===== config.mk =====
export PLATFORM = sky130hd
export DESIGN_NAME = countdown_min_seg_ds
export DESIGN_NICKNAME = d
export VERILOG_FILES = /design/src/rtl/countdown_min_seg_ds_pkg.sv /design/src/rtl/countdown_min_seg_ds_rise_edge_det.sv /design/src/rtl/countdown_min_seg_ds.sv
export SDC_FILE = /design/constraint.sdc
export NUM_CORES = 1
export LEC_CHECK = 0
export ABC_CLOCK_PERIOD_IN_PS = 4410
export CAP_MARGIN = 15
export CORE_MARGIN = 4
export CORE_UTILIZATION = 45
export DETAILED_ROUTE_END_ITERATION = 8
export GPL_TIMING_DRIVEN = 0
export PLACE_DENSITY = 0.69
export SYNTH_ARGS = -nofsm -noshare
export SYNTH_HDL_FRONTEND = slang
export SYNTH_HIERARCHICAL = 1
export SYNTH_SLANG_ARGS = --single-unit
export TNS_END_PERCENT = 5

===== constraint.sdc =====
create_clock -name clk -period 4.41 [get_ports clk]
set_clock_uncertainty 0.15 [all_clocks]
set_input_delay 0.6615 -clock clk [delete_from_list [all_inputs] [get_ports clk]]
set_output_delay 0.6615 -clock clk [all_outputs]
set_load 0.1 [all_outputs]

===== src/rtl/countdown_min_seg_ds_pkg.sv =====
// countdown_pkg: shared states, digit limits and preset clamping for the countdown timer
package countdown_pkg;
  typedef enum logic [1:0] {IDLE, RUN, PAUSE, DONE} state_t;
  localparam logic [3:0] UNITS_MAX = 4'd9;
  localparam logic [2:0] TENS_MAX = 3'd5;
  localparam logic [2:0] BLINK_TICKS = 3'd5;
  function automatic logic [3:0] clamp_u(input logic [3:0] v);
    return (v > UNITS_MAX) ? UNITS_MAX : v;
  endfunction
  function automatic logic [2:0] clamp_t(input logic [2:0] v);
    return (v > TENS_MAX) ? TENS_MAX : v;
  endfunction
endpackage


===== src/rtl/countdown_min_seg_ds_rise_edge_det.sv =====
// rise_edge_det: one-cycle pulse on a rising edge of d
module rise_edge_det (
  input  logic clk,
  input  logic rst,
  input  logic d,
  output logic pulse
);
  logic q;
  // previous sample of d, cleared by the active-low synchronous reset
  always_ff @(posedge clk)
    q <= !rst ? 1'b0 : d;
  assign pulse = d & ~q;
endmodule


===== src/rtl/countdown_min_seg_ds.sv =====
// countdown_min_seg_ds: BCD mm:ss.d countdown timer; define COUNTDOWN_ALARM_BLINK_EN for a blinking alarm
module countdown_min_seg_ds
  import countdown_pkg::*;
#(
  parameter int TICK_CYCLES = 5000000,
  parameter int PRE_W = $clog2(TICK_CYCLES)
) (
  input  logic       clk,
  input  logic       rst,
  input  logic       load,
  input  logic       stp_r,
  input  logic [3:0] pre_ds,
  input  logic [3:0] pre_s1,
  input  logic [2:0] pre_s2,
  input  logic [3:0] pre_m1,
  input  logic [2:0] pre_m2,
  output logic [3:0] cnt_ds,
  output logic [3:0] cnt_s1,
  output logic [2:0] cnt_s2,
  output logic [3:0] cnt_m1,
  output logic [2:0] cnt_m2,
  output logic       running,
  output logic       done,
  output logic       alarm
);
  state_t state, state_n;
  logic [PRE_W-1:0] pre, pre_n, pre_inc;
  logic [3:0] ds_n, s1_n, m1_n, dec_ds, dec_s1, dec_m1;
  logic [2:0] s2_n, m2_n, dec_s2, dec_m2;
  logic se, tick, zero, dec_zero, done_n, b0, b1, b2, b3;
`ifdef COUNTDOWN_ALARM_BLINK_EN
  logic [2:0] blink, blink_n;
  logic alarm_q, alarm_q_n;
`endif

  rise_edge_det u_se (.clk(clk), .rst(rst), .d(stp_r), .pulse(se));

  assign tick = pre == PRE_W'(TICK_CYCLES - 1);
  assign pre_inc = tick ? '0 : pre + PRE_W'(1);
  assign zero = {cnt_m2, cnt_m1, cnt_s2, cnt_s1, cnt_ds} == '0;
  assign b0 = cnt_ds == 4'd0;
  assign b1 = b0 & (cnt_s1 == 4'd0);
  assign b2 = b1 & (cnt_s2 == 3'd0);
  assign b3 = b2 & (cnt_m1 == 4'd0);
  assign dec_ds = b0 ? UNITS_MAX : cnt_ds - 4'd1;
  assign dec_s1 = b0 ? (cnt_s1 == 4'd0 ? UNITS_MAX : cnt_s1 - 4'd1) : cnt_s1;
  assign dec_s2 = b1 ? (cnt_s2 == 3'd0 ? TENS_MAX : cnt_s2 - 3'd1) : cnt_s2;
  assign dec_m1 = b2 ? (cnt_m1 == 4'd0 ? UNITS_MAX : cnt_m1 - 4'd1) : cnt_m1;
  assign dec_m2 = b3 ? cnt_m2 - 3'd1 : cnt_m2;
  assign dec_zero = {dec_m2, dec_m1, dec_s2, dec_s1, dec_ds} == '0;
  assign running = state == RUN;
`ifdef COUNTDOWN_ALARM_BLINK_EN
  assign alarm = (state == DONE) & alarm_q;
`else
  assign alarm = state == DONE;
`endif

  // state, prescaler and digit registers
  always_ff @(posedge clk) begin
    if (!rst) begin
      state <= IDLE;
      pre <= '0;
      {cnt_m2, cnt_m1, cnt_s2, cnt_s1, cnt_ds} <= '0;
      done <= 1'b0;
`ifdef COUNTDOWN_ALARM_BLINK_EN
      blink <= '0;
      alarm_q <= 1'b0;
`endif
    end else begin
      state <= state_n;
      pre <= pre_n;
      {cnt_m2, cnt_m1, cnt_s2, cnt_s1, cnt_ds} <= {m2_n, m1_n, s2_n, s1_n, ds_n};
      done <= done_n;
`ifdef COUNTDOWN_ALARM_BLINK_EN
      blink <= blink_n;
      alarm_q <= alarm_q_n;
`endif
    end
  end

  // next state: load outside RUN has priority, otherwise start/pause and tick handling
  always_comb begin
    state_n = state;
    pre_n = pre;
    {m2_n, m1_n, s2_n, s1_n, ds_n} = {cnt_m2, cnt_m1, cnt_s2, cnt_s1, cnt_ds};
    done_n = 1'b0;
`ifdef COUNTDOWN_ALARM_BLINK_EN
    blink_n = blink;
    alarm_q_n = alarm_q;
`endif
    if (load && state != RUN) begin
      {m2_n, m1_n, s2_n, s1_n, ds_n} = {clamp_t(pre_m2), clamp_u(pre_m1), clamp_t(pre_s2), clamp_u(pre_s1), clamp_u(pre_ds)};
      pre_n = '0;
      state_n = IDLE;
    end else begin
      case (state)
        IDLE: if (se && !zero) begin
          state_n = RUN;
          pre_n = '0;
        end
        RUN: if (se) state_n = PAUSE;
        else begin
          pre_n = pre_inc;
          if (tick) begin
            {m2_n, m1_n, s2_n, s1_n, ds_n} = {dec_m2, dec_m1, dec_s2, dec_s1, dec_ds};
            if (dec_zero) begin
              state_n = DONE;
              done_n = 1'b1;
`ifdef COUNTDOWN_ALARM_BLINK_EN
              blink_n = '0;
              alarm_q_n = 1'b1;
`endif
            end
          end
        end
        PAUSE: if (se) state_n = RUN;
        default: begin
`ifdef COUNTDOWN_ALARM_BLINK_EN
          pre_n = pre_inc;
          if (tick) begin
            blink_n = (blink == BLINK_TICKS - 3'd1) ? 3'd0 : blink + 3'd1;
            alarm_q_n = (blink == BLINK_TICKS - 3'd1) ? ~alarm_q : alarm_q;
          end
`endif
        end
      endcase
    end
  end
endmodule


* After elaboration in Yosys (flattened, before gate mapping) *
Index checks and enable logic that the tools add are counted.

word-level totals
  register bits = 45

operators by class
  $add $sub $neg = 6
  magnitude comparators = 5
  eq/ne operators = 11
  mux-type cells = 44
  bitwise logic cells = 8
  reduce and logical (&&, ||, !) cells = 19

operators by type and width
  cell                                                                count
  4-bit two-way mux                                                   20
  23-bit two-way mux                                                  3
  23-bit one-hot mux with 2 select lines                              1
  3-bit two-way mux                                                   13
  18-bit logical NOT                                                  2
  23-bit by 1-bit adder with 23-bit output, second input constant     1
  23-bit equality test, second input constant                         1
  4-bit > comparator, second input constant                           3
  4-bit logical NOT                                                   3
  4-bit by 1-bit subtractor with 4-bit output, second input constant  3
  2-bit two-way mux                                                   5
  3-bit > comparator, second input constant                           2
  2-bit != test, second input constant                                3
  3-bit by 1-bit != test with 1-bit output, second input constant     2
  2-bit one-hot mux with 3 select lines                               1
  3-bit AND reduction                                                 2
  2-bit nonzero test                                                  3
  3-bit by 1-bit subtractor with 3-bit output, second input constant  2
  5-bit AND reduction                                                 1
  5-bit OR reduction                                                  1
  1-bit AND                                                           4
  2-bit equality test, second input constant                          2
  2-bit by 1-bit != test with 1-bit output, second input constant     2
  1-bit inverter                                                      4
  other kinds (8)                                                     9

* Depth between registers and ports, before layout *
  word-level depth = 10
  gate-level depth with buffers = 8

* Cells and area by module *
The synthesis kept the hierarchy.

by module, submodules not included
  module                times used  cells each  area each (um^2)  sequential area each (um^2)
  countdown_min_seg_ds  1           307         2538.7            880.8
  rise_edge_det         1           3           40.0              20.0

* Worst setup path before layout *
No wires, ideal clock.

  path type = reg-to-reg
  from = register cnt_ds[1]
  to = register pre[21]
  arrival = 2683 ps
  setup slack = 1507 ps
  stages on the path, launching flop included = 8
  period minus slack after synthesis = 2903 ps
  cell sequence = dfxtp_1 or4_4 or4b_1 buf_2 o21ai_2 o21ai_2 buf_2 a21oi_1

between the ends
  longest elaborated chain between the ends = 5

RTL lines
  item                           line                        RTL
  start: declaration             countdown_min_seg_ds.sv:17  output logic [3:0] cnt_ds,
  start signal: assignment       countdown_min_seg_ds.sv:72  {cnt_m2, cnt_m1, cnt_s2, cnt_s1, cnt_ds} <= {m2_n, m1_n, s2_n, s1_n, ds_n};
  18-bit logical NOT             countdown_min_seg_ds.sv:40  assign zero = {cnt_m2, cnt_m1, cnt_s2, cnt_s1, cnt_ds} == '0;
  1-bit logical NOT              countdown_min_seg_ds.sv:97  IDLE: if (se && !zero) begin
  1-bit logical AND              countdown_min_seg_ds.sv:97
  2-bit != test (no line)        n/a
  3-bit AND reduction (no line)  n/a
  end signal: assignment         countdown_min_seg_ds.sv:71  pre <= pre_n;
  end: declaration               countdown_min_seg_ds.sv:27  logic [PRE_W-1:0] pre, pre_n, pre_inc;

Every way passes these cells.
A chain may end at the register's enable or synchronous reset.

* Final worst setup path *
  from = input port stp_r
  to = register pre[19]

between the ends
  longest elaborated chain between the ends = 4
  elaborated cells on any way between the ends = 5
  classes of those cells = eq/ne (2); bitwise (1); reduce/logical (2)

RTL lines
  item                               line                                      RTL
  start: declaration                 countdown_min_seg_ds.sv:11                input logic stp_r,
  1-bit AND (*)                      countdown_min_seg_ds_rise_edge_det.sv:12  assign pulse = d & ~q;
  named net se                       countdown_min_seg_ds.sv:30                logic se, tick, zero, dec_zero, done_n, b0, b1, b2, b3;
  1-bit logical AND                  countdown_min_seg_ds.sv:97
  2-bit != test (no line)            n/a
  3-bit AND reduction (no line) (*)  n/a

Mark *: on every way through the listed nets, which the timed path passes. The rest lies on a longest branch.

==> qor.txt <==
outcome: finished clean
Die Footprint: 0.00701 sq mm
Yosys cell types: 59
Resize count post-CTS: 0
TritonCTS clock tree: done
smallest hold slack: 0.347 ns
Post-Syn Instances: 310
Setup CP Type: input port to flip-flop
site row count: 27
largest net degree at the start of global routing: 13
DRT Pass-1 Iters: 4
total global-route track usage: 19.2%
Initial DRC Count: 101
HPWL after DPL: 4.87 mm
die height: 83.7 microns
number of synthesized flops with an enable pin: 0
Max Root-Sink Buffers: 2
H-tree depth: 2
Layout area overhead: 22.9%
final WL: 6.58 mm
post-CTS setup buffers: 0
XOR/XNOR share of the synthesized area: 3.74%
final hold vios: 0
mux cell area share after synthesis: 2.33%
core area: 0.00554 sq mm
initial core utilization: 46.5%
Avg Cell Area, Syn: 8.32 sq um
worst slew pin tran: 1.02 ns
Post-DRT Antenna Nets: 0
CP max FO: 10
achievable frequency: 307 MHz
Adder-Cell Fraction of Synth Area: 0.970%
number of max-cap violations: 0
static leakage: 1.00 nW
setup TNS: 0 ns
hold buffers post-CTS: 0
number of I/O pins: 43
Yosys reg bits: 45
critical path arrival: 3.34 ns
Remaining DRCs: 0
vias post-DR: 2530
wire length per cell: 15.2 microns
CP Launch Type: input port
Post-Layout Cell Count: 432
vias per cell: 5.86
worst flop-to-flop path startpoint: cnt_ds[1]
critical path data required time: 4.49 ns
antenna violations before repair: 0
unrepaired setup endpoints after global routing: false
total chip power: 0.940 mW
vias in the first global route: 2407
sequential area share after synthesis: 34.9%
clock slew at reported path FFs: 0.08 ns
nets: 383
GP Congestion: 0.863
antenna diode count: 0
Final Cycle Share: 73.9%
yosys warns: 6
Synth Area in Compound Gates: 21.3%
CTS root buf: clkbuf_8
Hold/Removal Path Class: flip-flop to flip-flop
IO Port Bufs: 42
post-synth net total: 334
placed insts: 424
Post-Synthesis Cell Area: 0.00258 sq mm
setup slack, reg-to-reg: 1.59 ns
grt ovf: 0
Die Wd: 83.7 microns
Setup violations, final: 0
last element of the critical path: pre[19]
clock sink count: 45
worst setup path startpoint: stp_r
Slew Limit Fails: 0
relative slew slack: 31.6%
FF-to-FF path depth: 6
Synth Flop Type: dfxtp_1
critical path endpoint category: flip-flop
TritonCTS buffer count: 5
largest family of logic cells by synthesized area: simple AND/OR/NAND/NOR gates
first-pass GRT wire length: 11.4 mm
simple-gate share of the synthesized area: 32.6%
asr flop ratio synth: 0%
Tmin final: 3.26 ns
Worst R2R End: pre[19]
Clock Latency Late Sink: 0.30 ns
Peak VDD IR: 0.211 mV
Power Dens Cells: 297 mW/mm^2
layout cells sized above 1: 8.61%
final core occ: 57.2%
[flip-flops by register name, indices dropped and copies added (netlist names)]
| name | count |
|---|---|
| cnt_ds | 4 |
| cnt_m2 | 3 |
| u_se/q | 1 |
| cnt_m1 | 4 |
| state | 2 |
| pre | 23 |
| done | 1 |
| cnt_s1 | 4 |
| cnt_s2 | 3 |
[through the flow]
step | instance area (sq um) | worst slack [ns]
finish | 3170 | 1.15
global route | 3170 | 0.965
CTS | 3170 | 1.23
detailed placement | 3090 | 0.932
global placement | 3090 | 0.967
floorplan | 2580 | 1.51
[synthesized netlist by cell type (all sizes together) (7+ instances only)]
| library cell | number | area, sq um |
|---|---|---|
| a21oi | 22 | 110 |
| buf | 7 | 43.8 |
| clkbuf | 8 | 30.0 |
| dfxtp | 45 | 901 |
| inv | 9 | 33.8 |
| nand2 | 17 | 63.8 |
| nand3 | 8 | 40.0 |
| nor2 | 32 | 120 |
| nor3 | 10 | 61.3 |
| nor4 | 10 | 109 |
| o21ai | 26 | 138 |
| or3 | 12 | 80.1 |
| or4 | 9 | 71.3 |
| xor2 | 8 | 70.1 |
[cell usage in the layout (no fill, tap or decap), drive strengths merged, types with 2 or more instances in the layout]
cell type / n
dfxtp: 45
clkdlybuf4s50: 42
nor2: 32
o21ai: 26
a21oi: 22
nand2: 17
clkbuf: 16
or3: 12
nor3: 10
nor4: 10
inv: 9
or4: 9
nand3: 8
xor2: 8
buf: 7
mux2i: 6
nand4: 6
nor2b: 6
and2: 5
or2: 5
a211oi: 5
o211ai: 5
nand4b: 4
a31oi: 4
a311oi: 3
o31ai: 3
o2111ai: 3
xnor2: 3
nand2b: 2
or4b: 2
nand3b: 2
a21o: 2
o31a: 2
o311ai: 2
ha: 2
[area by class of cell]
class	count	area [sq um]
Buffer	15	73.8
Inverter	9	33.8
Sequential cell	45	901
Clock buffer	8	80.1
Timing Repair Buffer	42	420
Multi-Input combinational cell	241	1570
Fill cell	540	2370
Tap cell	72	90.1
[layer usage]
layer  global-route usage, %  wire, microns
met1                    23.3           2900
met2                    34.4           3300
met3                    3.36            309
met4                    5.41             61
met5                       0              0
[worst min-delay path by stage]
stage          startpoint  endpoint  slack, ns  cells past startpoint
3_3_place_gp      pre[22]   pre[22]       0.32                      2
6_report          pre[22]   pre[22]       0.35                      2
2_1_floorplan     pre[22]   pre[22]       0.30                      2
3_5_place_dp      pre[17]   pre[17]       0.34                      2
4_1_cts           pre[22]   pre[22]       0.35                      2
5_1_grt           pre[22]   pre[22]       0.38                      2
[critical path, stage by stage]
cell,delay (ns)
clkdlybuf4s50_1,0.46
nor2b_4,0.17
nor2_1,0.07
nor3_1,0.82
o211ai_1,0.51
or3_1,0.48
a21oi_1,0.15
[power breakdown]
| group | switching [mW] | total, mW | internal, mW |
|---|---|---|---|
| registers | 0.0181 | 0.438 | 0.420 |
| logic | 0.174 | 0.252 | 0.0779 |
| clock network | 0.137 | 0.250 | 0.113 |
[logic make-up after synthesis]
group	after synthesis
buffers and inverters	24
AO/OA/AOI/OAI	86
XOR/XNOR	11
AND/OR/NAND/NOR	136
flip-flops	45
adder cells (fa/ha/maj)	2
multiplexers	6
(Power assumes the default switching activity.)
